===== src/rtl/mips_muldiv_pkg.sv =====
// mips_muldiv_pkg: shared op/state encodings and op-class helpers for the MIPS mul/div unit
package mips_muldiv_pkg;
  typedef enum logic [2:0] {
    OP_MULT, OP_MULTU, OP_DIV, OP_DIVU, OP_MADD, OP_MADDU, OP_RSV6, OP_RSV7
  } op_e;
  typedef enum logic [1:0] {IDLE, CALC, FIX} state_e;
  function automatic logic is_mul(op_e op);
    return op inside {OP_MULT, OP_MULTU, OP_MADD, OP_MADDU};
  endfunction
  function automatic logic is_signed(op_e op);
    return op inside {OP_MULT, OP_DIV, OP_MADD};
  endfunction
  function automatic logic is_div(op_e op);
    return op inside {OP_DIV, OP_DIVU};
  endfunction
endpackage


===== src/rtl/mips_muldiv_if.sv =====
// mips_muldiv_if: controller <-> mul/div unit bus (issue, MTHI/MTLO writes, status, HI/LO); master=controller, slave=unit
interface mips_muldiv_if #(parameter int WIDTH = 32);
  logic             start;
  logic [2:0]       op;
  logic [WIDTH-1:0] a;
  logic [WIDTH-1:0] b;
  logic             hi_we;
  logic             lo_we;
  logic [WIDTH-1:0] wdata;
  logic             busy;
  logic             done;
  logic             div_by_zero;
  logic [WIDTH-1:0] hi;
  logic [WIDTH-1:0] lo;
  modport master(output start, op, a, b, hi_we, lo_we, wdata, input busy, done, div_by_zero, hi, lo);
  modport slave(input start, op, a, b, hi_we, lo_we, wdata, output busy, done, div_by_zero, hi, lo);
endinterface


===== src/rtl/mips_muldiv_iter.sv =====
// mips_muldiv_iter: radix-2 shift-add multiply / restoring divide step datapath (clk, rst, load, step, mul, x, y -> acc)
module mips_muldiv_iter #(parameter int WIDTH = 32) (
  input  logic               clk,
  input  logic               rst,
  input  logic               load,
  input  logic               step,
  input  logic               mul,
  input  logic [WIDTH-1:0]   x,
  input  logic [WIDTH-1:0]   y,
  output logic [2*WIDTH-1:0] acc
);
  logic [WIDTH-1:0] m;
  logic [WIDTH:0] opx, opy, sum;
  // Multiply: acc = {partial, multiplier}, shifts right. Divide: acc = {remainder, quotient}, shifts left.
  // One shared adder: add for multiply, subtract (x + ~y + 1) for divide; sum[WIDTH] is the divide borrow.
  always_comb begin
    opx = mul ? {1'b0, acc[2*WIDTH-1:WIDTH]} : {acc[2*WIDTH-1:WIDTH], acc[WIDTH-1]};
    opy = mul ? (acc[0] ? {1'b0, m} : '0) : ~{1'b0, m};
    sum = opx + opy + {{WIDTH{1'b0}}, ~mul};
  end
  always_ff @(posedge clk or posedge rst)
    if (rst) begin
      acc <= '0;
      m <= '0;
    end else if (load) begin
      acc <= {{WIDTH{1'b0}}, mul ? y : x};
      m <= mul ? x : y;
    end else if (step)
      acc <= mul ? {sum, acc[WIDTH-1:1]}
                 : {sum[WIDTH] ? opx[WIDTH-1:0] : sum[WIDTH-1:0], acc[WIDTH-2:0], ~sum[WIDTH]};
endmodule


===== src/rtl/mips_muldiv_unit.sv =====
// mips_muldiv_unit: iterative MULT/MULTU/DIV/DIVU (+MADD/MADDU when MULDIV_MADD_EN) with HI/LO; ports clk, rst, bus (mips_muldiv_if.slave)
module mips_muldiv_unit import mips_muldiv_pkg::*; #(parameter int WIDTH = 32) (
  input logic clk,
  input logic rst,
  mips_muldiv_if.slave bus
);
  localparam int CW = $clog2(WIDTH);
  state_e state, state_n;
  op_e op_q;
  logic [CW-1:0] cnt;
  logic first, done_q, dbz_q, op_ok, accept, load, step, fix, a_neg, b_neg;
  logic [WIDTH-1:0] a_q, b_q, hi_q, lo_q, a_mag, b_mag, q_s, r_s;
  logic [2*WIDTH-1:0] acc, prod_s, res;
`ifdef MULDIV_MADD_EN
  assign op_ok = bus.op <= 3'd5;
`else
  assign op_ok = bus.op <= 3'd3;
`endif
  assign accept = state == IDLE && bus.start && op_ok;
  always_ff @(posedge clk or posedge rst)
    if (rst) state <= IDLE;
    else state <= state_n;
  always_comb
    state_n = state == IDLE ? (accept ? CALC : IDLE)
            : state == CALC ? (step && cnt == CW'(WIDTH - 1) ? FIX : CALC)
            : IDLE;
  // The first CALC cycle loads magnitudes into the iterator; the next WIDTH cycles step.
  always_comb begin
    bus.busy = state != IDLE;
    load = state == CALC && first;
    step = state == CALC && !first;
    fix = state == FIX;
  end
  always_comb begin
    a_neg = is_signed(op_q) && a_q[WIDTH-1];
    b_neg = is_signed(op_q) && b_q[WIDTH-1];
    a_mag = a_neg ? -a_q : a_q;
    b_mag = b_neg ? -b_q : b_q;
    prod_s = (a_neg ^ b_neg) ? -acc : acc;
    q_s = (a_neg ^ b_neg) ? -acc[WIDTH-1:0] : acc[WIDTH-1:0];
    r_s = a_neg ? -acc[2*WIDTH-1:WIDTH] : acc[2*WIDTH-1:WIDTH];
    res = is_mul(op_q) ? prod_s : dbz_q ? {a_q, {WIDTH{1'b1}}} : {r_s, q_s};
`ifdef MULDIV_MADD_EN
    if (op_q == OP_MADD || op_q == OP_MADDU) res = {hi_q, lo_q} + prod_s;
`endif
  end
  mips_muldiv_iter #(.WIDTH(WIDTH)) u_iter (
    .clk(clk), .rst(rst), .load(load), .step(step), .mul(is_mul(op_q)),
    .x(a_mag), .y(b_mag), .acc(acc)
  );
  // MTHI/MTLO are honoured only when idle and not colliding with an accepted start.
  always_ff @(posedge clk or posedge rst)
    if (rst) begin
      op_q <= OP_MULT;
      a_q <= '0;
      b_q <= '0;
      cnt <= '0;
      first <= 1'b0;
      done_q <= 1'b0;
      dbz_q <= 1'b0;
      hi_q <= '0;
      lo_q <= '0;
    end else begin
      done_q <= fix;
      if (accept) begin
        op_q <= op_e'(bus.op);
        a_q <= bus.a;
        b_q <= bus.b;
        dbz_q <= is_div(op_e'(bus.op)) && bus.b == '0;
        cnt <= '0;
        first <= 1'b1;
      end
      if (load) first <= 1'b0;
      if (step) cnt <= cnt + 1'b1;
      if (fix) {hi_q, lo_q} <= res;
      else if (state == IDLE && !accept) begin
        if (bus.hi_we) hi_q <= bus.wdata;
        if (bus.lo_we) lo_q <= bus.wdata;
      end
    end
  assign bus.done = done_q;
  assign bus.div_by_zero = dbz_q;
  assign bus.hi = hi_q;
  assign bus.lo = lo_q;
endmodule


===== src/flat_wrapper.sv =====
// flat-port wrapper written by rule: the top's interface ports become plain ports
module mips_muldiv_unit_flat import mips_muldiv_pkg::*;
#(parameter int WIDTH = 32)
  (clk, rst, bus_start, bus_op, bus_a, bus_b, bus_hi_we, bus_lo_we, bus_wdata, bus_busy, bus_done, bus_div_by_zero, bus_hi, bus_lo);
  mips_muldiv_if #(.WIDTH(WIDTH)) bus_i ();
  input logic clk;
  input logic rst;
  input wire logic [$bits(bus_i.start)-1:0] bus_start;
  input wire logic [$bits(bus_i.op)-1:0] bus_op;
  input wire logic [$bits(bus_i.a)-1:0] bus_a;
  input wire logic [$bits(bus_i.b)-1:0] bus_b;
  input wire logic [$bits(bus_i.hi_we)-1:0] bus_hi_we;
  input wire logic [$bits(bus_i.lo_we)-1:0] bus_lo_we;
  input wire logic [$bits(bus_i.wdata)-1:0] bus_wdata;
  output wire logic [$bits(bus_i.busy)-1:0] bus_busy;
  output wire logic [$bits(bus_i.done)-1:0] bus_done;
  output wire logic [$bits(bus_i.div_by_zero)-1:0] bus_div_by_zero;
  output wire logic [$bits(bus_i.hi)-1:0] bus_hi;
  output wire logic [$bits(bus_i.lo)-1:0] bus_lo;
  assign bus_i.start = bus_start;
  assign bus_i.op = bus_op;
  assign bus_i.a = bus_a;
  assign bus_i.b = bus_b;
  assign bus_i.hi_we = bus_hi_we;
  assign bus_i.lo_we = bus_lo_we;
  assign bus_i.wdata = bus_wdata;
  assign bus_busy = bus_i.busy;
  assign bus_done = bus_i.done;
  assign bus_div_by_zero = bus_i.div_by_zero;
  assign bus_hi = bus_i.hi;
  assign bus_lo = bus_i.lo;
  mips_muldiv_unit #(.WIDTH(WIDTH)) u_core (.clk(clk), .rst(rst), .bus(bus_i));
endmodule

===== config.mk =====
export PLATFORM = sky130hd
export DESIGN_NAME = mips_muldiv_unit_flat
export DESIGN_NICKNAME = d
export VERILOG_FILES = /design/src/rtl/mips_muldiv_pkg.sv /design/src/rtl/mips_muldiv_if.sv /design/src/rtl/mips_muldiv_iter.sv /design/src/rtl/mips_muldiv_unit.sv /design/src/flat_wrapper.sv
export SDC_FILE = /design/constraint.sdc
export NUM_CORES = 1
export LEC_CHECK = 0
export BUFFER_PORTS_ARGS = -buffer_cell sky130_fd_sc_hd__buf_2
export CAP_MARGIN = 20
export CORE_UTILIZATION = 60
export DETAILED_ROUTE_END_ITERATION = 10
export PLACE_DENSITY = 0.79
export RECOVER_POWER = 100
export SYNTH_ARGS = -nofsm -noshare
export SYNTH_HDL_FRONTEND = slang
export SYNTH_SLANG_ARGS = --single-unit

===== constraint.sdc =====
create_clock -name clk -period 9.3 [get_ports clk]
set_clock_uncertainty 0.1 [all_clocks]
set_input_delay 0.93 -clock clk [delete_from_list [all_inputs] [get_ports clk]]
set_output_delay 0.93 -clock clk [all_outputs]
set_load 0.05 [all_outputs]

== After elaboration in Yosys (flattened, before gate mapping) ==
Cells that the tools add are included.

* Bits in registers: 237
* Input bits: 104
* Output and inout bits: 67
* Word-level logic and storage cells: 90

* Add/subtract/negate cells: 8
* Order comparisons: 1
* Equal/unequal tests: 9
* Multiplexer cells: 30
* Bitwise operators: 4
* Reductions and logical operators: 26

{| class="wikitable"
|+ Operator list
! cell !! count
|-
| $mux 32 || 14
|-
| $mux 64 || 6
|-
| $neg 32->32 || 4
|-
| $mux 33 || 2
|-
| $neg 64->64 || 1
|-
| $add 33x1->33 || 1
|-
| $add 33x33->33 || 1
|-
| $not 32->33 || 1
|-
| $logic_not 32->1 || 1
|-
| $reduce_bool 2->1 || 8
|-
| $mux 5 || 2
|-
| $eq 3x2->1 const B || 3
|-
| $logic_and 1x1->1 || 9
|-
| $eq 3x3->1 const B || 2
|-
| $mux 2 || 3
|-
| $add 5x1->5 const B || 1
|-
| $eq 5x5->1 const B || 1
|-
| $reduce_and 2->1 || 2
|-
| $reduce_bool 4->1 || 1
|-
| $eq 3x1->1 const B || 1
|-
| $le 3x2->1 const B || 1
|-
| $logic_not 3->1 || 1
|-
| $mux 1 || 3
|-
| $reduce_bool 3->1 || 1
|-
| other kinds (6) || 8
|}

== Logic depth before layout (Yosys ltp) ==
* Depth in word-level cells: 9
* Depth in mapped cells: 19

== Cells and area by module ==
A second synthesis with hierarchy kept.

* Cells, all modules: 2316
* Area total of the unflattened synthesis: 18358.9 µm²

{| class="wikitable"
|+ By module, submodules not included
! module !! instances !! cells each !! area each (µm²)
|-
| mips_muldiv_unit || 1 || 1338 || 10279.9
|-
| mips_muldiv_iter || 1 || 978 || 8079.0
|}

== Worst setup path after synthesis ==
No wires, ideal clock.

* Kind: reg-to-reg
* Start point: reg u_core.op_q[1]
* End point: reg u_core.u_iter.acc[32]
* Library setup time: 0.134 ns
* Data arrival time: 4.577 ns
* Slack: 4.490 ns
* Cell stages (with the launch flop): 20
* Path buffers: 5
* Clock period less this slack: 4.810 ns
* Path through: dfrtp_1 clkbuf_1 clkbuf_1 buf_1 clkbuf_1 nand2_1 o21ai_0 fa_1 inv_1 fa_1 nand2b_1 a21o_1 a21oi_1 a31o_2 o21ai_0 a311oi_1 buf_2 mux2_2 a21oi_1 o22ai_1

* Word-level cells in the longest chain between the ends: 9
* Elaborated cells on any way between the ends: 14

{| class="wikitable"
|+ Ends and longest elaborated chain
! element !! RTL line !! RTL
|-
| start: declaration || mips_muldiv_unit.sv:9 || <nowiki>op_e op_q;</nowiki>
|-
| start signal: assignment || mips_muldiv_unit.sv:66 || <nowiki>op_q <= op_e'(bus.op);</nowiki>
|-
| $eq 3x1->1, or another cell as far along || mips_muldiv_pkg.sv:8 || <nowiki>return op inside {OP_MULT, OP_MULTU, OP_MADD, OP_MADDU};</nowiki>
|-
| $reduce_bool 4->1 * || mips_muldiv_pkg.sv:8 ||
|-
| $mux 33 (on tied branches) || mips_muldiv_iter.sv:17, mips_muldiv_iter.sv:18 ||
|-
| $add 33x33->33 || mips_muldiv_iter.sv:19 || <nowiki>sum = opx + opy + {{WIDTH{1'b0}}, ~mul};</nowiki>
|-
| $add 33x1->33 || mips_muldiv_iter.sv:19 ||
|-
| $mux 32 || mips_muldiv_iter.sv:30 || <nowiki>: {sum[WIDTH] ? opx[WIDTH-1:0] : sum[WIDTH-1:0], acc[WIDTH-2:0], ~sum[WIDTH]};</nowiki>
|-
| $mux 64 * || mips_muldiv_iter.sv:29 || <nowiki>acc <= mul ? {sum, acc[WIDTH-1:1]}</nowiki>
|-
| $mux 64 * || mips_muldiv_iter.sv:28 || <nowiki>end else if (step)</nowiki>
|-
| $mux 64 * || mips_muldiv_iter.sv:25 || <nowiki>end else if (load) begin</nowiki>
|-
| end signal: assignment || mips_muldiv_iter.sv:26 || <nowiki>acc <= {{WIDTH{1'b0}}, mul ? y : x};</nowiki>
|-
| end signal: assignment || mips_muldiv_iter.sv:29 ||
|-
| end: declaration || mips_muldiv_iter.sv:10 || <nowiki>output logic [2*WIDTH-1:0] acc</nowiki>
|}

Mark *: on every way between the ends. The rest lies on a longest branch, timed or not. The select of a mux whose other input is x is not followed.
A chain may end at the register's enable or synchronous reset.

== Final worst setup path ==
* Start point: reg u_core.op_q[1]
* End point: reg u_core.u_iter.acc[57]

The elaborated chain is that of the path after synthesis.

==> impl_metrics.csv <==
group,metric,value,unit
timing,timing.slew.headroom,-256,%
floorplanning,dieWidth,171,microns
timing,fin_crit_sh,75.5,%
clocking,clk-insertion-delay-late,0.55,ns
detailed_routing,drc,0,
setup_path,end_kind,"flop",
synth,yosys-top-cells-area,"dfrtp_1, mux2_2, o21ai_0",
timing,rsz0062_at_grt,"no",
clocking,cts-root-buf,"clkbuf_16",
setup_path,cp-startpoint,"u_core.op_q[1]",
setup_path,path_max_fanout,187,
global_route,grt_start_max_net_pins,188,
timing,worstMarginPinSlew,5.31,ns
status,failed_checks,"max-capacitance violations, max-slew violations",
floorplanning,start_util,61.4,%
hold_path,min_to,"u_core.bus.lo[17]",
cells_and_area,finalInstanceArea,18900,sq um
placement,place.gp.congestion,1.01,
synth,synth_top_area_share,34.5,%
detailed_routing,vias,16900,
clocking,cts_hold_buf,0,
synth,synthesis.nets,2192,
flow_run,cap_violations,5,
clocking,cts_tree,"yes",
global_route,antenna_found_initial,0,
floorplanning,fp.dieH,171,microns
floorplanning,core_area,28000,sq um
placement,placed_cell_area,18200,sq um
cells_and_area,nFillCells,2355,
synth,yosys_register_bits,237,
timing,fin_tns_setup,0,ns
setup_path,critPathKind,"reg -> reg",
floorplanning,ios,171,
global_route,grt_pass1_vias,15400,
setup_path,reg2reg_depth,13,
detailed_routing,viasPerCell,6.72,
synth,ys_types,71,
synth,syn_inst,2048,
timing,clock.fmax,142,MHz
hold_path,hp-start,"u_core.bus.lo[17]",
setup_path,critPathLaunchType,"flop",
synth,ys.warnings.count,0,
global_route,grt_use_total,41.1,%
detailed_routing,post_drt_wl_per_cell,23.8,microns
status,status,"finished with violations",
global_route,grt_pass1_wl,90900,microns
cells_and_area,multi_input_area,10600,sq um
synth,async_flop_share,100,%
timing,period_needed,7.02,ns
cells_and_area,drive_above_1_share,15.2,%
clocking,cts_buffer_depth,3,
clocking,post_cts_buffers,0,
clocking,clkSinkCount,237,
clocking,h-tree-depth,1,
synth,ys.flop_type,"dfrtp_1",
floorplanning,die-area,29400,sq um
setup_path,cp.arrival,7.32,ns
floorplanning,rows,61,
cells_and_area,n_antenna_cell,0,
hold_path,min_path_cells,2,
placement,dpl.hpwl,44100,microns
cells_and_area,nets,2254,
detailed_routing,dr.pass1.iters,6,
synth,synth_enable_flop_cells,0,
synth,yosys.area.top_type,"dfrtp_1",
setup_path,r2r-start,"u_core.op_q[1]",
placement,io_buffers,170,
setup_path,r2r_end,"u_core.u_iter.acc[57]",
detailed_routing,detail-route-antenna-nets,0,
setup_path,worstPathRequired,9.60,ns
clocking,clk_pin_slew,0.06,ns
timing,whs,0.375,ns
timing,setup_viol,0,
timing,maxSlewViolCount,343,
synth,ys_seq_area_share,34.5,%
clocking,ctsResizeCount,0,
cells_and_area,area_delta_synth_final,10.1,%
synth,syn_avg_cell_area,8.40,sq um
timing,hold_viol,0,
clocking,cts_buffers,27,
detailed_routing,totalWireLength,59800,microns
cells_and_area,regArea,5930,sq um
global_route,overflow,0,
detailed_routing,drtIter0Drc,2208,
hold_path,min_path_type,"reg -> reg",
setup_path,ff2ff_setup_slack,2.28,ns
synth,netlist_area,17200,sq um
[layout make-up]
| class | instances | area share (%) |
|---|---|---|
| Clock buffer | 34 | 3.86 |
| Clock inverter | 15 | 0.964 |
| Inverter | 29 | 0.581 |
| Multi-Input combinational cell | 1618 | 55.7 |
| Sequential cell | 237 | 31.3 |
| Tap cell | 378 | 2.50 |
| Timing Repair Buffer | 197 | 5.05 |
[how the worst max path moves through the flow]
stage | endpoint | depth (start not counted)
after floorplan | u_core.a_q[0] | 1
after global placement | u_core.u_iter.acc[62] | 12
after detailed placement | u_core.u_iter.acc[0] | 13
after CTS | u_core.u_iter.acc[63] | 12
after global routing | u_core.u_iter.acc[32] | 13
final | u_core.u_iter.acc[57] | 13
[routing by layer]
layer | vias to the layer above | track usage (%) | part of all wire, %
met5 | - | 0 | 0
met4 | 0 | 23.3 | 6.1
met3 | 217 | 9.13 | 12
met2 | 1125 | 61.6 | 43
met1 | 7940 | 54.7 | 40
li1 | 7573 | - | -
[state kept, by name, summed over array words and instances (netlist names)]
register and flops:
u_core.b_q 32, u_core.a_q 32, u_core.u_iter.m 32, u_core.u_iter.acc 64, u_core.bus.hi 32, u_core.bus.div_by_zero 1, u_core.state 2, u_core.first 1
u_core.bus.done 1, u_core.op_q 3, u_core.bus.lo 32, u_core.cnt 5
[critical path: stages (launching register included)]
cell and delay, ns:
dfrtp_1 1.88, buf_12 0.63, mux2_2 0.41, ha_1 0.38, and3_1 0.23, o21ai_0 0.09, a21oi_1 0.42, a31o_2 0.29
o21ai_0 0.21, a311oi_4 0.29, clkbuf_1 1.09, mux2_2 0.44, mux2i_1 0.16, o21ai_0 0.09
[per-stage QoR]
step                util [%]  instances  worst slack (ns)
global placement        64.8       2458              4.27
floorplan                  -       2048              1.77
finish                  67.6       2508              2.28
detailed placement      64.8       2458              4.14
CTS                     68.1       2507              4.07
global route            67.6       2508              1.88
[kinds of logic after synthesis]
logic type | count (synthesis) | synth area share [%]
muxes | 176 | 11.5
xor gates and xnor gates | 155 | 7.89
AOI/OAI and AO/OA | 657 | 22.8
buffers and inverters | 193 | 4.29
and+or+nand+nor | 590 | 16.0
DFF | 237 | 34.5
adders and majority gates | 40 | 3.00
[layout by cell type (no fill, tap or decap), types with 5 or more instances in the layout]
cell        instances
inv_1              27
nor2b_1             6
o21bai_1            7
o41ai_1             5
a211o_1             9
clkbuf_16          27
mux2i_1            37
nor3b_1            11
buf_4              17
o211ai_1           16
clkinvlp_4          6
nor4_1             28
nor3_1             52
o22ai_1            54
clkbuf_1           79
or3_1              19
a221oi_1           13
and2_1              6
a22oi_1             5
or4_1              10
nor2_1            157
a31oi_1            18
o221ai_1           13
a211oi_1           22
and3_1             14
nand3_1            22
nand2b_1           12
dfrtp_1           236
o21ai_0           225
a21oi_1           182
ha_1               38
nand2_1           220
xor2_1             70
a21o_1             27
nand4_1            10
xnor2_1            85
o31ai_1            21
o21a_1              6
buf_2             103
mux2_2            133
[synth_stat cells (37+ instances only)]
cell type / n
a21oi_1: 182
nor2_1: 157
dfrtp_1: 237
o22ai_1: 54
mux2i_1: 37
ha_1: 38
clkbuf_1: 146
mux2_2: 135
nor3_1: 52
xor2_1: 70
nand2_1: 220
xnor2_1: 85
o21ai_0: 225
Power is left out: the tool's default activity adds up to more than one toggle a clock period on the data nets, which glitch-free logic cannot reach.
